**src/rtl/fp_issue_arbiter.sv**
```systemverilog
// ---------------------------------------------------------------------------
// fp_issue_arbiter
//
// Picks one requesting hardware thread per cycle, round-robin, for issue into
// the shared execute back end. The integer pipe writes back one cycle after
// issue and the float pipe writes back FP_LATENCY cycles after issue. Both
// share a single writeback port. A small reservation vector tracks which
// upcoming writeback slots already belong to in-flight float instructions,
// so an integer issue is held back when it would collide with a float result.
// Rollbacks drop the reservations owned by the squashed thread.
//
// Optional feature (macro FP_ISSUE_STARVATION_GUARD_EN):
//   Per-thread counters of integer denials caused by a reserved slot. Once a
//   counter reaches STARVE_LIMIT, float requests from every thread are held
//   off so the reservations drain and the starved integer request can issue.
//   Without the macro there are no counters and floats are never held off.
//
// Ports:
//   clk                     the only clock
//   reset                   asynchronous, active-high
//   ts_req_valid[N]         per-thread issue request
//   ts_req_long[N]          per-thread pipe select (1 = float, 0 = integer)
//   wb_rollback_en          rollback in progress
//   wb_rollback_thread_idx  thread being rolled back
//   ia_grant_valid          an issue occurs this cycle
//   ia_grant_oh[N]          one-hot grant, or zero
//   ia_grant_thread_idx     encoded granted thread (zero when no grant)
//   ia_grant_long           granted instruction goes to the float pipe
//   ia_wb_reserved          reservation vector occ[FP_LATENCY-1:1]
//
// Timing frame: in any cycle, occ[i] means writeback slot (g + i) is taken,
// where g is the issue cycle of the decision being made in this cycle.
// ---------------------------------------------------------------------------
module fp_issue_arbiter #(
  parameter int NUM_THREADS  = 4,
  parameter int FP_LATENCY   = 5,
  parameter int STARVE_LIMIT = 8
) (
  input  logic                           clk,
  input  logic                           reset,
  input  logic [NUM_THREADS-1:0]         ts_req_valid,
  input  logic [NUM_THREADS-1:0]         ts_req_long,
  input  logic                           wb_rollback_en,
  input  logic [$clog2(NUM_THREADS)-1:0] wb_rollback_thread_idx,
  output logic                           ia_grant_valid,
  output logic [NUM_THREADS-1:0]         ia_grant_oh,
  output logic [$clog2(NUM_THREADS)-1:0] ia_grant_thread_idx,
  output logic                           ia_grant_long,
  output logic [FP_LATENCY-2:0]          ia_wb_reserved
);

  localparam int TW = $clog2(NUM_THREADS);
  typedef logic [TW-1:0] local_thread_idx_t;

  if (FP_LATENCY < 3 || FP_LATENCY > 8 || NUM_THREADS < 2 || STARVE_LIMIT < 1) begin : g_param_check
    $error("fp_issue_arbiter: illegal parameter combination");
  end

  // Decisions are suppressed for the first cycle after reset release, so the
  // earliest grant lands on the second rising edge after deassertion.
  logic armed;

  local_thread_idx_t rr_ptr;
  local_thread_idx_t rr_ptr_next;
  local_thread_idx_t pick_idx;
  local_thread_idx_t cand;
  logic              pick_found;
  logic              pick_long;
  logic              fp_block;

  logic [NUM_THREADS-1:0] rb_kill;
  logic [NUM_THREADS-1:0] eligible;
  logic [NUM_THREADS-1:0] pick_oh;

  // Owner index is only kept from slot 2 upward: slot 1 is consumed by the
  // current decision and shifts out on the next edge, so its owner is never
  // needed again.
  logic [FP_LATENCY-1:1]         occ_valid;
  logic [FP_LATENCY-1:1]         occ_valid_next;
  logic [FP_LATENCY-1:2][TW-1:0] occ_tid;
  logic [FP_LATENCY-1:2][TW-1:0] occ_tid_next;

  // Eligibility. Float requests ignore reservations: one grant per cycle
  // means two floats can never target the same writeback slot.
  always_comb begin
    rb_kill  = '0;
    eligible = '0;
    for (int n = 0; n < NUM_THREADS; n++) begin
      rb_kill[n] = wb_rollback_en && (wb_rollback_thread_idx == local_thread_idx_t'(n));
      if (ts_req_long[n]) begin
        eligible[n] = armed && ts_req_valid[n] && !rb_kill[n] && !fp_block;
      end else begin
        eligible[n] = armed && ts_req_valid[n] && !rb_kill[n] && !occ_valid[1];
      end
    end
  end

  // Round-robin search starting at rr_ptr, ascending with wrap.
  always_comb begin
    pick_found = 1'b0;
    pick_idx   = '0;
    cand       = '0;
    for (int k = 0; k < NUM_THREADS; k++) begin
      cand = local_thread_idx_t'((int'(rr_ptr) + k) % NUM_THREADS);
      if (!pick_found && eligible[cand]) begin
        pick_found = 1'b1;
        pick_idx   = cand;
      end
    end
    pick_long = pick_found && ts_req_long[pick_idx];
    if (!pick_found) begin
      rr_ptr_next = rr_ptr;
    end else if (pick_idx == local_thread_idx_t'(NUM_THREADS - 1)) begin
      rr_ptr_next = '0;
    end else begin
      rr_ptr_next = pick_idx + 1'b1;
    end
  end

  always_comb begin
    pick_oh = '0;
    for (int n = 0; n < NUM_THREADS; n++) begin
      pick_oh[n] = pick_found && (pick_idx == local_thread_idx_t'(n));
    end
  end

  // Reservation update: shift down one slot, append the new float grant at
  // the top, and clear anything owned by the rolled-back thread in the
  // shifted copy so nothing survives a cycle past its rollback.
  always_comb begin
    occ_valid_next = '0;
    occ_tid_next   = '0;
    for (int i = 1; i < FP_LATENCY - 1; i++) begin
      occ_valid_next[i] = occ_valid[i+1] &&
                          !(wb_rollback_en && (occ_tid[i+1] == wb_rollback_thread_idx));
    end
    for (int i = 2; i < FP_LATENCY - 1; i++) begin
      occ_tid_next[i] = occ_tid[i+1];
    end
    occ_valid_next[FP_LATENCY-1] = pick_long && !rb_kill[pick_idx];
    occ_tid_next[FP_LATENCY-1]   = pick_idx;
  end

  always_ff @(posedge clk or posedge reset) begin
    if (reset) begin
      armed               <= 1'b0;
      rr_ptr              <= '0;
      occ_valid           <= '0;
      occ_tid             <= '0;
      ia_grant_valid      <= 1'b0;
      ia_grant_oh         <= '0;
      ia_grant_thread_idx <= '0;
      ia_grant_long       <= 1'b0;
    end else begin
      armed               <= 1'b1;
      rr_ptr              <= rr_ptr_next;
      occ_valid           <= occ_valid_next;
      occ_tid             <= occ_tid_next;
      ia_grant_valid      <= pick_found;
      ia_grant_oh         <= pick_oh;
      ia_grant_thread_idx <= pick_idx;
      ia_grant_long       <= pick_long;
    end
  end

  assign ia_wb_reserved = occ_valid;

`ifdef FP_ISSUE_STARVATION_GUARD_EN
  localparam int CW = $clog2(STARVE_LIMIT + 1);

  logic [NUM_THREADS-1:0][CW-1:0] starve_cnt;
  logic [NUM_THREADS-1:0][CW-1:0] starve_cnt_next;

  always_comb begin
    fp_block = 1'b0;
    for (int n = 0; n < NUM_THREADS; n++) begin
      if (starve_cnt[n] >= CW'(STARVE_LIMIT)) begin
        fp_block = 1'b1;
      end
    end
  end

  // Counts only denials caused by a reserved slot; losing round-robin or
  // being rolled back leaves the count alone. Cleared by a grant or by the
  // integer request going away.
  always_comb begin
    starve_cnt_next = starve_cnt;
    for (int n = 0; n < NUM_THREADS; n++) begin
      if (!(ts_req_valid[n] && !ts_req_long[n]) || pick_oh[n]) begin
        starve_cnt_next[n] = '0;
      end else if (occ_valid[1] && !rb_kill[n] && (starve_cnt[n] < CW'(STARVE_LIMIT))) begin
        starve_cnt_next[n] = starve_cnt[n] + 1'b1;
      end
    end
  end

  always_ff @(posedge clk or posedge reset) begin
    if (reset) begin
      starve_cnt <= '0;
    end else begin
      starve_cnt <= starve_cnt_next;
    end
  end
`else
  assign fp_block = 1'b0;
`endif

endmodule

```
**config.mk**
```make
export PLATFORM = sky130hd
export DESIGN_NAME = fp_issue_arbiter
export DESIGN_NICKNAME = d
export VERILOG_FILES = /design/src/rtl/fp_issue_arbiter.sv
export SDC_FILE = /design/constraint.sdc
export NUM_CORES = 1
export LEC_CHECK = 0
export CAP_MARGIN = 20
export CORE_MARGIN = 2
export CORE_UTILIZATION = 51
export DETAILED_ROUTE_END_ITERATION = 12
export GPL_TIMING_DRIVEN = 0
export PLACE_DENSITY_LB_ADDON = 0.25
export SLEW_MARGIN = 20
export SYNTH_ARGS = -nofsm -noshare
export SYNTH_HDL_FRONTEND = slang
export SYNTH_SLANG_ARGS = --single-unit
```
**constraint.sdc**
```tcl
create_clock -name clk -period 3.58 [get_ports clk]
set_clock_uncertainty 0.2 [all_clocks]
set_input_delay 0.537 -clock clk [delete_from_list [all_inputs] [get_ports clk]]
set_output_delay 0.537 -clock clk [all_outputs]
set_load 0.02 [all_outputs]
```
==> flow_summary.json <==
{
  "postCtsHoldBufs": 0,
  "drc": 0,
  "postSynthCellCount": 91,
  "async_flop_share_pct": 100.0,
  "insertion_delay_ns": 0.29,
  "die_x_um": 48.58,
  "synth_seq_cells": 19,
  "power_density_nw_per_um2": 678.1,
  "synth.avg_cell_area_um2": 11.14,
  "wl_per_cell_um": 13.00,
  "nets": 135,
  "finalSetupViolCount": 0,
  "cts.sinks": 19,
  "cts_resized": 0,
  "cts_setup_buffers": 0,
  "final_antenna_net_count": 0,
  "synth_edf_count": 0,
  "critPathLaunch": "wb_rollback_en",
  "antenna_found_initial": 0,
  "drive_above_1_share_pct": 15.38,
  "num_antenna_cells": 0,
  "port_buffers": 22,
  "drv_cap": 0,
  "fp.coreArea_um2": 1922,
  "rsz0062_at_grt": "false",
  "die_area_um2": 2360,
  "yosys_warnings": 0,
  "status": "finished clean",
  "finalPower_uw": 877.3,
  "synth_area_um2": 1013,
  "holdWs_ns": 0.2011,
  "rows": 16,
  "htree_levels": 1,
  "path_max_fanout": 7,
  "routed_wl_mm": 1.872,
  "r2r-start": "armed",
  "slew-limit-headroom_pct": 55.94,
  "ir_drop_mv": 0.3993,
  "areaGrowthSynthToFinish_pct": 27.65,
  "timing.fmax_mhz": 326.4,
  "finalHoldViolCount": 0,
  "min_period_ns": 3.064,
  "worst_pin_slew_ns": 0.6601,
  "slew_violations": 0,
  "busiest_layer": "met2",
  "worstSetupPathType": "input pin to flop",
  "grt_max_degree": 20,
  "cts_buffer_depth": 2,
  "stdcell_count": 144,
  "grt.total_usage_pct": 18.88,
  "crit_required_ns": 3.57,
  "globalRouteMet1Util_pct": 23.01,
  "worstPathArrival_ns": 3.05,
  "ios": 25,
  "synth.net_count": 108,
  "start_kind": "input pin",
  "hp-start": "occ_tid[3]",
  "hold_class": "flop to flop",
  "routed_via_density": 5.278,
  "p_leak_nw": 0.5880,
  "stdcell_area_um2": 1294,
  "synth-main-ff-cell": "dfrtp_1",
  "final.period_utilization_pct": 85.59,
  "setup-tns-final_ns": 0,
  "cts_tree": "done",
  "clockRootBuffer": "clkbuf_4",
  "dr.pass1.iters": 4,
  "dpl_cell_area_um2": 1267,
  "grt_pass1_wl_mm": 3.374,
  "ys_types": 35,
  "cts_buffers": 3,
  "initial_core_util_pct": 52.73,
  "grtUsageMet2_pct": 30.56,
  "place_inst": 140,
  "grt-ovfl-total": 0,
  "drtIter0Drc": 14,
  "place_congestion": 0.8277,
  "dieHeight_um": 48.58,
  "end_kind": "flop",
  "cts.clk_slew.worst_paths_ns": 0.09,
  "grt_use_met3_pct": 5.864,
  "ys_seq_area_share_pct": 46.91,
  "route.vias.total": 760,
  "grt_pass1_vias": 754,
  "post-dp-hpwl_mm": 1.477
}
==> flip-flops by register name, indices dropped and copies added (netlist names) <==
register and count:
rr_ptr 2, armed 1, ia_grant_thread_idx 2, ia_grant_oh 4
ia_grant_valid 1, ia_grant_long 1, occ_tid 4, ia_wb_reserved 4
==> cells in the mapped netlist, types with 2 or more instances <==
cell type	count	area (µm²)
nand2b_1	4	25.02
dfrtp_1	19	475.5
o21ai_0	2	10.01
nor2_1	2	7.510
mux2i_1	4	40.04
a31oi_1	5	31.28
and2_2	4	30.03
buf_6	2	22.52
ha_1	4	50.05
o22a_1	2	17.52
inv_1	8	30.03
nand4_1	2	12.51
xnor2_1	6	52.55
and4_2	2	20.02
buf_4	2	15.01
nand3_1	3	15.01
and2_1	2	12.51
==> worst paths after layout <==
path / to / cells past startpoint / slack (ns)
worst max-delay path: rr_ptr[1] / 9 / 0.52
worst min-delay path: occ_tid[1] / 0 / 0.20
worst max register to register: rr_ptr[1] / 8 / 1.10
worst min register to register: occ_tid[1] / 0 / 0.20
max in group asynchronous: ia_grant_oh[2] / 2 / 2.33
min in group asynchronous: occ_tid[0] / 2 / 0.43
==> layout by cell type, fill, tap and decap left out, drive strengths merged, types with 2 or more instances in the layout <==
| master | netlist | layout |
|---|---|---|
| clkbuf | 0 | 4 |
| and4 | 3 | 3 |
| nand4 | 2 | 2 |
| o22a | 2 | 2 |
| o21ai | 3 | 3 |
| inv | 8 | 8 |
| nor2 | 2 | 2 |
| mux2i | 4 | 4 |
| clkdlybuf4s50 | 0 | 22 |
| xnor2 | 6 | 6 |
| ha | 4 | 4 |
| a31oi | 5 | 5 |
| dfrtp | 19 | 19 |
| nand2b | 5 | 5 |
| and2 | 6 | 6 |
| buf | 5 | 5 |
| nand3 | 3 | 3 |
==> worst max-delay path, cell delays in order <==
cell	delay (ns)
clkdlybuf4s50_1	0.64
or3b_1	0.41
and3_1	0.24
a41oi_1	0.22
o22a_1	0.18
o21ai_1	0.18
inv_1	0.16
ha_1	0.24
mux2_4	0.25
==> area by class of cell <==
| class | instances | area (µm²) |
|---|---|---|
| well taps | 27 | 33.78 |
| clock buffers | 4 | 26.28 |
| inverters | 8 | 30.03 |
| fillers | 164 | 628.1 |
| repair buffers | 22 | 220.2 |
| flip-flops and latches | 19 | 475.5 |
| multi-input cells | 59 | 465.4 |
| plain buffers | 5 | 42.54 |
==> metal layers <==
metal  routed length [µm]  part of all wire, %
met5                    0                    0
met1                  789                   42
met2                  946                   51
met4                   31                  1.7
met3                  103                  5.5
==> report_power, final <==
group	switching [mW]	internal, mW
sequential	0.0639	0.295
combinational	0.196	0.219
clock	0.0591	0.0434
total	0.319	0.558
==> through the flow <==
| stage | utilization [%] | setup slack (ns) |
|---|---|---|
| after global routing | 67.32 | 0.3458 |
| after CTS | 67.32 | 0.5375 |
| after global placement | 65.95 | 0.2460 |
| final | 67.32 | 0.5159 |
| after floorplan | - | 0.9272 |
| after detailed placement | 65.95 | 0.2365 |
==> kinds of logic after synthesis <==
| logic type | share of synthesized area [%] |
|---|---|
| AOI/OAI and AO/OA | 12.22 |
| xor gates and xnor gates | 5.185 |
| adders and majority gates | 4.938 |
| buffers and inverters | 7.160 |
| DFF | 46.91 |
| muxes | 5.432 |
| other | 0.3700 |
| and+or+nand+nor | 17.78 |
(Power assumes the default switching activity.)
